**config.mk**
```make
export PLATFORM = sky130hd
export DESIGN_NAME = branch_hazard_ctrl
export DESIGN_NICKNAME = d
export VERILOG_FILES = /design/src/rtl/riscv_pkg.sv /design/src/rtl/bhc_src_resolve.sv /design/src/rtl/branch_hazard_ctrl.sv
export SDC_FILE = /design/constraint.sdc
export NUM_CORES = 1
export LEC_CHECK = 0
export ABC_AREA = 1
export ABC_CLOCK_PERIOD_IN_PS = 3200
export CORE_ASPECT_RATIO = 0.5
export CORE_MARGIN = 2
export CORE_UTILIZATION = 36
export DETAILED_ROUTE_END_ITERATION = 10
export PLACE_DENSITY = 0.85
export SLEW_MARGIN = 20
export SYNTH_ARGS = -nofsm -noshare
export SYNTH_HDL_FRONTEND = slang
export SYNTH_HIERARCHICAL = 1
export SYNTH_SLANG_ARGS = --single-unit
export TNS_END_PERCENT = 30
```
**constraint.sdc**
```tcl
create_clock -name clk -period 3.2 [get_ports clk]
set_input_delay 0.8 -clock clk [delete_from_list [all_inputs] [get_ports clk]]
set_output_delay 0.8 -clock clk [all_outputs]
set_load 0.02 [all_outputs]
```
**src/rtl/riscv_pkg.sv**
```systemverilog
// rtl/riscv_pkg.sv - shared types and defaults for the branch hazard controller
package riscv_pkg;

  localparam int XLEN = 32;
  localparam int RA_W = 5;

  typedef enum logic [1:0] {
    FWD_RF  = 2'b00,
    FWD_MEM = 2'b01,
    FWD_WB  = 2'b10
  } fwd_sel_t;

  typedef enum logic [0:0] {
    BHC_IDLE  = 1'b0,
    BHC_STALL = 1'b1
  } bhc_state_t;

endpackage

```
**src/rtl/bhc_src_resolve.sv**
```systemverilog
// rtl/bhc_src_resolve.sv - per-source bypass select, operand data and stall need
module bhc_src_resolve
  import riscv_pkg::*;
#(
  parameter int XLEN = riscv_pkg::XLEN,
  parameter int RA_W = riscv_pkg::RA_W
) (
  input  logic            chk,
  input  logic [RA_W-1:0] rs,
  input  logic            ex_reg_rw,
  input  logic            ex_mem_read,
  input  logic [RA_W-1:0] ex_rd,
  input  logic            mem_reg_rw,
  input  logic            mem_mem_read,
  input  logic [RA_W-1:0] mem_rd,
  input  logic            wb_reg_rw,
  input  logic [RA_W-1:0] wb_rd,
  input  logic [XLEN-1:0] rf_data,
  input  logic [XLEN-1:0] mem_alu_data,
  input  logic [XLEN-1:0] wb_data,
  output fwd_sel_t        sel,
  output logic [XLEN-1:0] data,
  output logic [1:0]      need
);

  logic nz, ex_hit, mem_hit, wb_hit;

  assign nz      = |rs;
  assign ex_hit  = nz & ex_reg_rw  & (ex_rd  == rs);
  assign mem_hit = nz & mem_reg_rw & (mem_rd == rs);
  assign wb_hit  = nz & wb_reg_rw  & (wb_rd  == rs);

  // A load in MEM has no data yet, so it falls through to WB/RF while stalling.
  always_comb begin
    sel  = FWD_RF;
    data = rf_data;
    if (mem_hit && !mem_mem_read) begin
      sel  = FWD_MEM;
      data = mem_alu_data;
    end else if (wb_hit) begin
      sel  = FWD_WB;
      data = wb_data;
    end
  end

  always_comb begin
    need = 2'd0;
    if (chk) begin
      if (ex_hit)                     need = ex_mem_read ? 2'd2 : 2'd1;
      else if (mem_hit && mem_mem_read) need = 2'd1;
    end
  end

endmodule

```
**src/rtl/branch_hazard_ctrl.sv**
```systemverilog
// rtl/branch_hazard_ctrl.sv - decode-stage branch hazard controller; BRANCH_HAZ_STATS_EN adds stall/flush counters
module branch_hazard_ctrl
  import riscv_pkg::*;
#(
  parameter int XLEN   = riscv_pkg::XLEN,
  parameter int RA_W   = riscv_pkg::RA_W,
  parameter int STAT_W = 16
) (
  input  logic            clk,
  input  logic            rst_n,
  input  logic            id_valid,
  input  logic            id_branch,
  input  logic            id_jalr,
  input  logic            id_jal,
  input  logic [RA_W-1:0] id_rs1,
  input  logic [RA_W-1:0] id_rs2,
  input  logic            ex_reg_rw,
  input  logic            ex_mem_read,
  input  logic [RA_W-1:0] ex_rd,
  input  logic            mem_reg_rw,
  input  logic            mem_mem_read,
  input  logic [RA_W-1:0] mem_rd,
  input  logic            wb_reg_rw,
  input  logic [RA_W-1:0] wb_rd,
  input  logic [XLEN-1:0] rf_rs1_data,
  input  logic [XLEN-1:0] rf_rs2_data,
  input  logic [XLEN-1:0] mem_alu_data,
  input  logic [XLEN-1:0] wb_data,
  input  logic            cmp_taken,
  input  logic            kill,
  output logic [XLEN-1:0] cmp_a,
  output logic [XLEN-1:0] cmp_b,
  output logic [1:0]      fwd_rs1_sel,
  output logic [1:0]      fwd_rs2_sel,
  output logic            stall,
  output logic            ex_bubble,
  output logic            flush_if,
  output logic            busy
`ifdef BRANCH_HAZ_STATS_EN
  , output logic [STAT_W-1:0] stat_stall_cyc
  , output logic [STAT_W-1:0] stat_flush_cnt
`endif
);

  logic       ctl;
  logic [1:0] need1, need2, need;
  fwd_sel_t   sel1, sel2;
  bhc_state_t state;
  logic [1:0] cnt;
  logic       hazard;

  assign ctl = id_valid & (id_branch | id_jalr);

  bhc_src_resolve #(.XLEN(XLEN), .RA_W(RA_W)) u_rs1 (
    .chk(ctl), .rs(id_rs1),
    .ex_reg_rw(ex_reg_rw), .ex_mem_read(ex_mem_read), .ex_rd(ex_rd),
    .mem_reg_rw(mem_reg_rw), .mem_mem_read(mem_mem_read), .mem_rd(mem_rd),
    .wb_reg_rw(wb_reg_rw), .wb_rd(wb_rd),
    .rf_data(rf_rs1_data), .mem_alu_data(mem_alu_data), .wb_data(wb_data),
    .sel(sel1), .data(cmp_a), .need(need1)
  );

  bhc_src_resolve #(.XLEN(XLEN), .RA_W(RA_W)) u_rs2 (
    .chk(ctl & id_branch), .rs(id_rs2),
    .ex_reg_rw(ex_reg_rw), .ex_mem_read(ex_mem_read), .ex_rd(ex_rd),
    .mem_reg_rw(mem_reg_rw), .mem_mem_read(mem_mem_read), .mem_rd(mem_rd),
    .wb_reg_rw(wb_reg_rw), .wb_rd(wb_rd),
    .rf_data(rf_rs2_data), .mem_alu_data(mem_alu_data), .wb_data(wb_data),
    .sel(sel2), .data(cmp_b), .need(need2)
  );

  assign fwd_rs1_sel = sel1;
  assign fwd_rs2_sel = sel2;
  assign need        = (need1 > need2) ? need1 : need2;
  assign hazard      = (need != 2'd0) & ~kill;

  // The Mealy detection cycle is the first stall cycle, so only the
  // remaining need-1 cycles are held in STALL (cnt counts the extras).
  always_ff @(posedge clk) begin
    if (!rst_n) begin
      state <= BHC_IDLE;
      cnt   <= 2'd0;
    end else if (kill) begin
      state <= BHC_IDLE;
      cnt   <= 2'd0;
    end else begin
      case (state)
        BHC_IDLE: begin
          if (need > 2'd1) begin
            state <= BHC_STALL;
            cnt   <= need - 2'd2;
          end
        end
        BHC_STALL: begin
          if (cnt == 2'd0) state <= BHC_IDLE;
          else             cnt   <= cnt - 2'd1;
        end
        default: begin
          state <= BHC_IDLE;
          cnt   <= 2'd0;
        end
      endcase
    end
  end

  assign busy      = (state == BHC_STALL);
  assign stall     = ((state == BHC_IDLE) & hazard) | busy;
  assign ex_bubble = stall;
  assign flush_if  = id_valid & ~stall & ~kill & (id_jal | id_jalr | (id_branch & cmp_taken));

`ifdef BRANCH_HAZ_STATS_EN
  always_ff @(posedge clk) begin
    if (!rst_n) begin
      stat_stall_cyc <= '0;
      stat_flush_cnt <= '0;
    end else begin
      if (stall && !(&stat_stall_cyc))    stat_stall_cyc <= stat_stall_cyc + 1'b1;
      if (flush_if && !(&stat_flush_cnt)) stat_flush_cnt <= stat_flush_cnt + 1'b1;
    end
  end
`endif

endmodule

```
# Yosys cells after proc, flatten, opt, wreduce, memory -nomap -nowiden
# Cells that the tools add are included.
# W data, S select, Z words.
totals:
  latch_bits: 0
  ramBits: 0
  in_bits: 166
  romBits: 0
  reg_bits: 3
  n_memories: 0
op_classes:
  reduce_logical: 11
  magnitude_cmp: 2
  n_div: 0
  mul: 0
  n_bitwise: 28
  n_eq_ne: 8
  n_addsub: 2
  shift: 0
  muxes: 22
op_table:
  columns: ["cell", "n"]
  rows:
  - ["$mux W32", 4]
  - ["$eq A5 B5 Y1", 6]
  - ["$mux W2", 12]
  - ["$and A1 B1 Y1", 20]
  - ["$reduce_or A5 Y1", 2]
  - ["$logic_and A1 B1 Y1", 4]
  - ["$mux W1", 4]
  - ["$ne A2 B2 Y1 const B", 2]
  - ["$not A1 Y1", 4]
  - ["$or A1 B1 Y1", 4]
  - ["$pmux W2 S2", 1]
  - ["$gt A2 B1 Y1 const B", 1]
  - ["$gt A2 B2 Y1", 1]
  - ["$logic_not A2 Y1", 1]
  - ["$pmux W1 S2", 1]
  - ["$reduce_and A2 Y1", 1]
  - ["$reduce_bool A2 Y1", 1]
  - ["$reduce_or A2 Y1", 1]
  - ["$sub A2 B1 Y2 const B", 1]
  - ["$sub A2 B2 Y2 const B", 1]
  - ["$logic_not A1 Y1", 1]

# Logic depth before layout (Yosys ltp)
# Gate-level depths: netlist (run 1).
depth:
  ltp_word: 17
  ltp_mapped: 19
  mapped_depth_nobuf: 18

# Cells and area by module
# The synthesis (run 1) kept the hierarchy.
modules_own_cells:
  columns: ["mod", "seq_area_each_um2", "instances", "area_each_um2", "cells_each"]
  rows:
  - ["bhc_src_resolve", 0.0, 2, 1433.9, 327]
  - ["branch_hazard_ctrl", 60.1, 1, 317.8, 53]

# Worst setup path after synthesis (run 1)
# No wires, ideal clock.
synth_timing:
  path_kind: "input to output"
  from: "input id_rs1[3]"
  to: "output flush_if"
  n_path_buf: 0
  arrival_time_ps: 2431
  path_slack_ps: -31
  stages: 14
  required_time_ps: 2400
  path_cell_list: "inv_2 nand2_1 nor2_2 nor2_1 nand3_1 nand2_1 nor2_1 inv_1 ha_1 nand2_1 nand2_1 nand2_1 nand3_2 a21oi_1"
synth_via:
  elab_chain_len: 17
  elab_cells_between_ends: 21
synth_lines:
  columns: ["element", "line_no", "source"]
  rows:
  - ["start: declaration", "branch_hazard_ctrl.sv:15", "input logic [RA_W-1:0] id_rs1,"]
  - ["$reduce_or A5 Y1", "bhc_src_resolve.sv:28", "assign nz = |rs;"]
  - ["$and A1 B1 Y1 (2 in a row)", "bhc_src_resolve.sv:30", "assign mem_hit = nz & mem_reg_rw & (mem_rd == rs);"]
  - ["$logic_and A1 B1 Y1", "bhc_src_resolve.sv:50", "else if (mem_hit && mem_mem_read) need = 2'd1;"]
  - ["$mux W1", "bhc_src_resolve.sv:50", null]
  - ["$mux W2 (*)", "bhc_src_resolve.sv:49", "if (ex_hit) need = ex_mem_read ? 2'd2 : 2'd1;"]
  - ["$mux W2 (*)", "bhc_src_resolve.sv:48", "if (chk) begin"]
  - ["named net need1[0]", "branch_hazard_ctrl.sv:46", "logic [1:0] need1, need2, need;"]
  - ["$gt A2 B2 Y1", "branch_hazard_ctrl.sv:74", "assign need = (need1 > need2) ? need1 : need2;"]
  - ["$mux W2 (*)", "branch_hazard_ctrl.sv:74", null]
  - ["$reduce_bool A2 Y1 (*)", "branch_hazard_ctrl.sv:75", "assign hazard = (need != 2'd0) & ~kill;"]
  - ["$and A1 B1 Y1 (*)", "branch_hazard_ctrl.sv:75", null]
  - ["$and A1 B1 Y1 (*)", "branch_hazard_ctrl.sv:107", "assign stall = ((state == BHC_IDLE) & hazard) | busy;"]
  - ["$or A1 B1 Y1 (*)", "branch_hazard_ctrl.sv:107", null]
  - ["$not A1 Y1 (*)", "branch_hazard_ctrl.sv:109", "assign flush_if = id_valid & ~stall & ~kill & (id_jal | id_jalr | (id_branch & cmp_taken));"]
  - ["$and A1 B1 Y1 (*) (3 in a row)", "branch_hazard_ctrl.sv:109", null]
  - ["end: declaration", "branch_hazard_ctrl.sv:37", "output logic flush_if,"]
# The timed path passes the listed nets; every way through them passes the cells marked *.

# Final worst setup path (run 1)
layout_timing:
  from: "input id_rs2[3]"
  to: "output flush_if"
layout_via:
  elab_chain_len: 17
  elab_cells_between_ends: 21
layout_lines:
  columns: ["element", "line_no", "source"]
  rows:
  - ["start: declaration", "branch_hazard_ctrl.sv:16", "input logic [RA_W-1:0] id_rs2,"]
  - ["$reduce_or A5 Y1", "bhc_src_resolve.sv:28", null]
  - ["$and A1 B1 Y1 (2 in a row)", "bhc_src_resolve.sv:30", null]
  - ["$logic_and A1 B1 Y1", "bhc_src_resolve.sv:50", null]
  - ["$mux W1", "bhc_src_resolve.sv:50", null]
  - ["$mux W2 (*)", "bhc_src_resolve.sv:49", null]
  - ["$mux W2 (*)", "bhc_src_resolve.sv:48", null]
  - ["named net need2[0]", "branch_hazard_ctrl.sv:46", null]
  - ["$gt A2 B2 Y1", "branch_hazard_ctrl.sv:74", null]
  - ["$mux W2 (*)", "branch_hazard_ctrl.sv:74", null]
  - ["$reduce_bool A2 Y1 (*)", "branch_hazard_ctrl.sv:75", null]
  - ["$and A1 B1 Y1 (*)", "branch_hazard_ctrl.sv:75", null]
  - ["$and A1 B1 Y1 (*)", "branch_hazard_ctrl.sv:107", null]
  - ["$or A1 B1 Y1 (*)", "branch_hazard_ctrl.sv:107", null]
  - ["$not A1 Y1 (*)", "branch_hazard_ctrl.sv:109", null]
  - ["$and A1 B1 Y1 (*) (3 in a row)", "branch_hazard_ctrl.sv:109", null]
# Marked as above.

==> reports/metrics.cfg, run 1 <==
[place]
dp_hpwl_mm=11.7
place.gp.congestion=0.923
pre_cts_slack_ns=-1.10
numPortBuffers=237

[synthesis]
synth-simple-area-share_pct=64.2
synth_compound_area_share_pct=1.30
synth.distinct_cells=21
ys_top_cells_by_area=nand2_1 33%, nand3_1 23%, inv_1 21%, buf_6 2.8%, nor2_1 2.8%
synth.most_common_cell=nand2_1
yosysTopAreaCellShare_pct=33.2
synth_xor_area_share_pct=1.65
synth-adder-area-share_pct=1.57
synth-edff-count=0
muxShareOfSynthArea_pct=0
ys_seq_area_share_pct=1.89
ys.warnings.count=6
ys_seq_elements=3
syn_inst=707
synth-main-ff-cell=dfxtp_1
ys_async_sr_fraction_pct=0
synth_top_family_by_area=simple AND/OR/NAND/NOR gates
synth_top_area_cell=nand2_1
syn_avg_cell_area_sq_um=4.51
synth_area_sq_um=3190
synth_common_cells=282 x nand2_1, 175 x inv_1, 145 x nand3_1
synthesis.nets=877

[final_layout]
nets=1162
multi_input_area_sq_um=2450
regArea_sq_um=60.1
n_antenna_cell=0
area.growth.synth_to_final_pct=96.5
fill_cells=752
drive_gt1_share_pct=25.7

[clocking]
clock_latency_ns=0.23
clk_pin_slew_ns=0.03
cts-hold-fix-buffers=0
cts_sinks=3
htreeDepth=1
cts_root_buffer=clkbuf_16
cts_tree=done
cts_buffers=3
cts_buffer_depth=2

[setup_path]
crit_family=simple AND/OR/NAND/NOR gates
crit_path_top_delay_cell=ha_4
crit_top_cell=nand2_2
start_kind=input port
cp_num_buf_inv=4
end_kind=output port
worstPathRequired_ns=2.40
worstSetupPathType=input port to output port
arrival_ns=2.57
worst-path-max-fanout=4
slowest_delay_ns=0.22
crit_chain=buf_2, inv_4, nor2_1, nor2_1, nand2_1, nor2_4, nand3_2, nand2_2, inv_2, nor2_4, ha_4, nand2_4, nand2_2, nand2_2, nand3_2, a21oi_2, buf_4

[pwr]
vdd_drop_max_mv=0.339
leakagePower_nw=3.70
power.density_nw_per_um2=150
finalPower_mw=0.938

[floorplanning]
die_h_um=70.5
core_area_sq_um=8650
ios=238
die_w_um=137
die-area_sq_um=9660
start_util_pct=36.8
num_rows=24

[sta]
layout_setup_ws_ns=-0.172
worst_pin_slew_ns=0.287
fmax_mhz=297
hold_viol_final=0
report.final.slew_viol_count=0
setup_viol=3
maxSlewHeadroom_pct=80.8
rsz0062_at_grt=yes
post-route-min-period_ns=3.37
hold_slack_ns=0.479
finalClockSkew_ns=0.00279
setup_tns_ns=-0.477
finalCritPeriodShare_pct=105

[grt]
grt_overflow_total=0
grt_max_degree=23
grt_pass1_vias=4980
grt_pass1_wl_mm=23.8
grt_util_all_layers_pct=30.4
grt_antenna_before_repair=0

[detailed_routing]
dr.pass1.iters=5
drt_iter0_markers=416
routed_wl_mm=16.0
routedWlPerCell_um=14.4
drc=0
via_per_inst=4.80
postRouteAntennaNets=0
vias=5322

[hold_path]
min-delay-path-class=flop to flop

[outcome]
status=finished with violations
violations=negative setup slack

[run]
drv_cap=0

cell families (layout without fill, tap and decap cells):
kind of cell / count (synthesis) / count (layout)
simple gates: 468 / 468
buf+inv: 220 / 504
compound gates: 6 / 6
xor+xnor: 6 / 6
fa+ha+maj: 4 / 4
flops: 3 / 3
metrics by stage:
stage	utilization (%)	cells	area (sq um)
3_5_place_dp	68.6	1076	5940
4_1_cts	69.8	1102	6040
2_1_floorplan	-	707	3190
3_3_place_gp	68.6	1076	5940
5_1_grt	72.4	1108	6260
6_report	72.4	1108	6260
area by class of cell:
class	instances	share of cell area [%]
well taps	117	2.34
flip-flops and latches	3	0.959
repair buffers	311	44.6
multi-input cells	484	39.2
inverters	189	11.7
clock buffers	4	1.26
what timing repair did:
| item | in CTS | in global routing |
|---|---|---|
| gates cloned | 0 | 2 |
| setup buffers | 22 | 11 |
| setup endpoints to repair | 71 | 61 |
| resized for setup | 427 | 68 |
| pin swaps | 42 | 40 |
flip-flops by register name, summed over array words and instances (netlist names):
register	count
cnt	2
busy	1
per-layer routing:
metal	part of all wire, %	GRT usage [%]
met5	0	0
met4	3.8	12.6
met3	5.6	2.40
met2	49	53.5
met1	41	38.4
worst register-to-register path: stages, from the launching register on:
cell and delay, ns:
dfxtp_1 0.32, inv_1 0.08, ha_1 0.23, nand2_1 0.09, o21ai_2 0.09, a21oi_1 0.18, a21oi_2 0.07
final timing paths:
path / to / from / cells past startpoint / slack (ns)
worst min-delay path: cnt[1] / cnt[1] / 2 / 0.48
worst max-delay path: flush_if / id_rs2[3] / 17 / -0.17
worst max register to register: cnt[0] / cnt[0] / 6 / 2.04
worst min register to register: cnt[1] / cnt[1] / 2 / 0.48
where the power goes:
| group | switching, mW | total, mW | internal [mW] | leakage [nW] |
|---|---|---|---|---|
| combinational | 0.354 | 0.699 | 0.345 | 3.64 |
| clock | 0.0361 | 0.201 | 0.165 | 0.0382 |
| sequential | 0.000133 | 0.0379 | 0.0378 | 0.0242 |
| total | 0.390 | 0.938 | 0.548 | 3.70 |
cells in the final DEF, fill, tap and decap left out:
master	count
a21oi_2	2
nor2_2	10
clkdlybuf4s50_1	133
ha_4	3
o21ai_4	1
buf_2	67
nand3_4	3
inv_8	2
dlymetal6s2s_1	2
clkbuf_2	3
dlygate4sd2_1	11
clkdlybuf4s15_2	1
nand3_2	11
ha_1	1
inv_1	167
nand3_1	136
xnor2_1	3
inv_4	3
clkbuf_1	1
nor2_1	11
xnor2_2	3
buf_8	5
nor2_4	13
buf_6	19
clkbuf_16	5
dfxtp_1	3
nand2_4	5
clkdlybuf4s15_1	1
a21oi_1	2
nand2_1	263
buf_12	10
clkinv_1	2
o21ai_2	1
buf_4	57
inv_2	15
nand2_2	16
(Power assumes the default switching activity.)
==> run 2, diff against run 1 <==
--- a/config.mk
+++ b/config.mk
@@ -6,9 +6,9 @@
 export NUM_CORES = 1
 export LEC_CHECK = 0
 export ABC_AREA = 1
-export ABC_CLOCK_PERIOD_IN_PS = 3200
+export ABC_CLOCK_PERIOD_IN_PS = 3500
 export CORE_ASPECT_RATIO = 0.5
-export CORE_MARGIN = 2
+export CORE_MARGIN = 10
 export CORE_UTILIZATION = 36
 export DETAILED_ROUTE_END_ITERATION = 10
 export PLACE_DENSITY = 0.85
==> constraint.sdc (replaced) <==
create_clock -name clk -period 3.5 [get_ports clk]
set_input_delay 0.875 -clock clk [delete_from_list [all_inputs] [get_ports clk]]
set_output_delay 0.875 -clock clk [all_outputs]
set_load 0.02 [all_outputs]
==> reports/metrics.cfg, run 2 (synthesized netlist as in run 1, its figures left out) <==
[outcome]
status=finished with violations
violations=negative setup slack

[floorplanning]
die_w_um=153
die_h_um=86.5
die-area_sq_um=13200
num_rows=24
core_area_sq_um=8650
start_util_pct=36.8
ios=238

[sta]
post-route-min-period_ns=3.51
fmax_mhz=285
hold_viol_final=0
setup_viol=1
worst_pin_slew_ns=0.299
hold_slack_ns=0.457
finalCritPeriodShare_pct=100
layout_setup_ws_ns=-0.0104
report.final.slew_viol_count=0
maxSlewHeadroom_pct=80.0
finalClockSkew_ns=0.00127
rsz0062_at_grt=yes

[detailed_routing]
drt_iter0_markers=350
routed_wl_mm=16.9
via_per_inst=4.71
dr.pass1.iters=5
routedWlPerCell_um=15.4
postRouteAntennaNets=0
drc=0
vias=5148

[setup_path]
r2r_slack_ns=2.29
end_kind=output port
worstPathRequired_ns=2.62
reg2reg_from=cnt[0]
start_kind=input port
slowest_delay_ns=0.25
path_depth=14
worst-path-max-fanout=3
crit_path_top_delay_cell=ha_4
r2r-end=cnt[0]
worstSetupPathType=input port to output port
r2r.worst_path.cells=6
cp_num_buf_inv=3
crit_chain=buf_2, xnor2_2, nand2_1, nor2_2, nand3_2, nor2_4, inv_2, ha_4, o21ai_4, nand2_2, nand2_2, nand3_2, a21oi_2, buf_6
crit_family=simple AND/OR/NAND/NOR gates
arrival_ns=2.64
timing.critical_path.to=flush_if
startpoint=ex_rd[1]

[run]
drv_cap=0

[pwr]
power.density_nw_per_um2=136
leakagePower_nw=3.65
vdd_drop_max_mv=0.511

[final_layout]
layout_common_cells=272 x nand2_1, 168 x inv_1, 136 x clkdlybuf4s50_1
final_area_sq_um=6150
nets=1147
area.growth.synth_to_final_pct=93.1
layout_commonest_cell=nand2_1
registers.top_by_ff_count=cnt
largest_register_ffs=2
drive_gt1_share_pct=21.1

[place]
place.gp.congestion=0.946
dp_hpwl_mm=13.6
placed_area_sq_um=5890
numPortBuffers=237

[clocking]
cts_buffer_depth=2
clock_latency_ns=0.22
htreeDepth=1
cts_buffers=3
cts_sinks=3
cts-hold-fix-buffers=0
cts_tree=done
clk_pin_slew_ns=0.03
cts_root_buffer=clkbuf_16

[hold_path]
min-delay-path-class=flop to flop
min-delay-start=cnt[1]

[grt]
grt_max_degree=27
grt_antenna_before_repair=1
grt_pass1_vias=5004
grt_overflow_total=0
grt_pass1_wl_mm=25.8
grt_util_all_layers_pct=23.2

-- run 2: repair_timing --
item | 4_1_cts | 5_1_grt
resized for setup | 235 | 105
hold endpoints to repair | 0 | 0
setup buffers | 15 | 6
endpoints found under the setup margin | 70 | 69
pin swaps | 36 | 25
-- run 2: area by class of cell --
cell class	count	area [sq um]
tap	117	146
sequential	3	60.1
fill	787	2500
antenna	1	2.50
timing repair buffer	296	2720
clock buffer	4	78.8
multi-input combinational	484	2420
inverter	189	727
-- run 2: where the power goes --
group / total [mW] / switching, mW / internal (mW)
sequential: 0.0347 / 0.000115 / 0.0346
combinational: 0.623 / 0.316 / 0.306
clock: 0.180 / 0.0296 / 0.150
total: 0.837 / 0.346 / 0.491
-- run 2: worst min path at each step --
| stage | endpoint | slack, ns | depth (start not counted) |
|---|---|---|---|
| after detailed placement | cnt[1] | 0.45 | 2 |
| after floorplan | cnt[1] | 0.44 | 2 |
| after global routing | cnt[1] | 0.47 | 2 |
| after global placement | cnt[1] | 0.45 | 2 |
| after CTS | cnt[1] | 0.46 | 2 |
| final | cnt[1] | 0.46 | 2 |
-- run 2: worst min-delay path: stages, from the launching register on --
cell	delay [ns]
dfxtp_1	0.30
nand2_1	0.06
a21oi_1	0.05
-- run 2: metal layers --
layer  global-route usage (%)  vias to the layer above  wire, um
met3                     1.88                       38       788
li1                         -                     2619         -
met1                     26.5                     2303      6550
met2                     45.8                      188      8990
met5                        0                        -         0
met4                     5.85                        0       534
-- run 2: stage by stage --
stage / util, % / setup TNS, ns / worst slack, ns / total power [mW] / cells
finish: 71.1 / -0.0104 / -0.0104 / 0.837 / 1094
global route: 71.1 / -1.14 / -0.137 / 0.893 / 1094
CTS: 70.7 / -1.58 / -0.256 / 0.827 / 1089
detailed placement: 68.1 / -31.52 / -0.967 / 0.665 / 1070
global placement: 68.1 / -30.71 / -0.899 / 0.659 / 1070
floorplan: - / 0 / 0.119 / 0.293 / 707
==> run 3, diff against run 2 <==
--- a/config.mk
+++ b/config.mk
@@ -11,6 +11,7 @@
 export CORE_MARGIN = 10
 export CORE_UTILIZATION = 36
 export DETAILED_ROUTE_END_ITERATION = 10
+export MAX_ROUTING_LAYER = met4
 export PLACE_DENSITY = 0.85
 export SLEW_MARGIN = 20
 export SYNTH_ARGS = -nofsm -noshare
==> reports/metrics.cfg, run 3 (synthesized netlist as in run 1, its figures left out) <==
[outcome]
status=finished with violations
violations=negative setup slack

[floorplanning]
start_util_pct=36.8
num_rows=24
die_h_um=86.5
ios=238
core_area_sq_um=8650
die_w_um=153
die-area_sq_um=13200

[grt]
busiest_layer=met2
grt_antenna_before_repair=0
grt_util_all_layers_pct=23.8
grt_max_degree=31
grt_pass1_wl_mm=25.6
grt_pass1_vias=4993
met2_usage_pct=44.8
met1_usage_pct=26.1
grt_overflow_total=0
grtUsageMet3_pct=2.08

[place]
dp_hpwl_mm=13.5
numPortBuffers=237
place.gp.congestion=0.948
pre_cts_slack_ns=-0.973

[clocking]
cts_root_buffer=clkbuf_16
cts-hold-fix-buffers=0
cts_tree=done
clk_pin_slew_ns=0.03
clock_latency_ns=0.22
cts_buffer_depth=2
cts_sinks=3
cts_buffers=3
htreeDepth=1

[setup_path]
worstSetupPathType=input port to output port
crit_family=simple AND/OR/NAND/NOR gates
arrival_ns=2.73
worst-path-max-fanout=3
start_kind=input port
r2r.worst_path.cells=6
cp_num_buf_inv=5
crit_chain=buf_4, inv_2, nand2_1, nand2_1, clkinv_1, nand2_2, nor2_4, nand3_2, nand2_1, inv_2, nor2_4, ha_4, nand2_4, nand2_4, nand2_4, nand3_4, a21oi_2, buf_6
worstPathRequired_ns=2.62
r2r_slack_ns=2.37
slowest_delay_ns=0.23
crit_path_top_delay_cell=ha_4
reg2reg_from=cnt[0]
r2r-end=cnt[0]
end_kind=output port

[hold_path]
hold-path-cell-count=2
min-delay-path-class=flop to flop
min-delay-start=cnt[1]
worstHoldEndpoint=cnt[1]

[detailed_routing]
routedWlPerCell_um=16.2
postRouteAntennaNets=0
routed_wl_mm=18.0
drc=0
vias=5354
drt_iter0_markers=368
dr.pass1.iters=6
via_per_inst=4.83

[final_layout]
nets=1163
largest_register_ffs=2
area.growth.synth_to_final_pct=101
registers.top_by_ff_count=cnt
regArea_sq_um=60.1
fill_cells=725
drive_gt1_share_pct=26.8
multi_input_area_sq_um=2600
layout_commonest_cell=nand2_1
layout_common_cells=258 x nand2_1, 166 x inv_1, 136 x clkdlybuf4s50_1
n_antenna_cell=0

[sta]
finalCritPeriodShare_pct=103
setup_tns_ns=-0.251
worst_pin_slew_ns=0.289
hold_viol_final=0
fmax_mhz=278
setup_viol=3
maxSlewHeadroom_pct=80.7
post-route-min-period_ns=3.60
rsz0062_at_grt=yes
report.final.slew_viol_count=0
finalClockSkew_ns=0.00113
layout_setup_ws_ns=-0.101

[pwr]
pwr-share-clk_pct=20.4
vdd_drop_max_mv=0.531
p_seq_share_pct=4.0
power.density_nw_per_um2=136
netSwitchingPower_mw=0.367
combPwrFrac_pct=75.6
p_int_mw=0.507
leakagePower_nw=3.75
switching_share_pct=42.0

[run]
drv_cap=0

-- run 3: cell types whose count changed in the layout (fill, tap and decap cells not counted), moves of 6 or more --
cell,change
nand2_1,-14
dlygate4sd2_1,-16
buf_4,+16
clkdlybuf4s15_2,-9
nand2_2,+9
nor2_4,+6
clkdlybuf4s15_1,-6
clkbuf_2,+18
buf_6,+10
-- run 3: per-layer routing --
layer | vias up | wire length, um
li1 | 2645 | -
met1 | 2430 | 6760
met2 | 223 | 9530
met3 | 56 | 945
met4 | 0 | 748
met5 | - | 0
-- run 3: worst max path at each step --
| stage | startpoint | end | slack [ns] | depth (start not counted) |
|---|---|---|---|---|
| floorplan | id_rs1[3] | flush_if | 0.12 | 14 |
| global placement | id_rs1[1] | flush_if | -0.91 | 14 |
| detailed placement | id_rs1[1] | flush_if | -0.97 | 14 |
| CTS | wb_rd[4] | fwd_rs2_sel[1] | -0.16 | 10 |
| global route | id_rs2[1] | flush_if | -0.18 | 18 |
| finish | id_rs2[1] | flush_if | -0.10 | 18 |
-- run 3: per-stage QoR --
| step | total power, mW | hold slack, ns | util, % | cells | cell area (sq um) |
|---|---|---|---|---|---|
| after floorplan | 0.293 | 0.436 | - | 707 | 3190 |
| after global placement | 0.659 | 0.447 | 68.3 | 1072 | 5910 |
| after detailed placement | 0.665 | 0.458 | 68.3 | 1072 | 5910 |
| after CTS | 0.828 | 0.472 | 71.5 | 1093 | 6190 |
| after global routing | 0.930 | 0.496 | 74.2 | 1109 | 6410 |
| final | 0.874 | 0.469 | 74.2 | 1109 | 6410 |
-- run 3: what timing repair did --
item,in CTS,in global routing
setup endpoints to repair,71,71
setup buffers,17,17
pin swaps,34,52
resized for setup,257,223
-- run 3: layout make-up --
class | instances | area share [%]
timing repair buffer | 312 | 43.3
multi-input combinational | 484 | 40.6
inverter | 189 | 11.7
tap | 117 | 2.28
clock buffer | 4 | 1.23
sequential | 3 | 0.936
-- run 3: power by group through the flow --
stage | combinational (mW) | clock (mW) | sequential (mW)
after global placement | 0.624 | 0 | 0.0351
after global routing | 0.713 | 0.182 | 0.0346
after detailed placement | 0.630 | 0 | 0.0351
after floorplan | 0.258 | 0 | 0.0351
after CTS | 0.614 | 0.180 | 0.0346
final | 0.661 | 0.178 | 0.0347
-- run 3: tightest hold or removal path: stages, from the launching register on --
cell	delay (ns)
dfxtp_1	0.30
nand2_1	0.06
a21oi_1	0.05
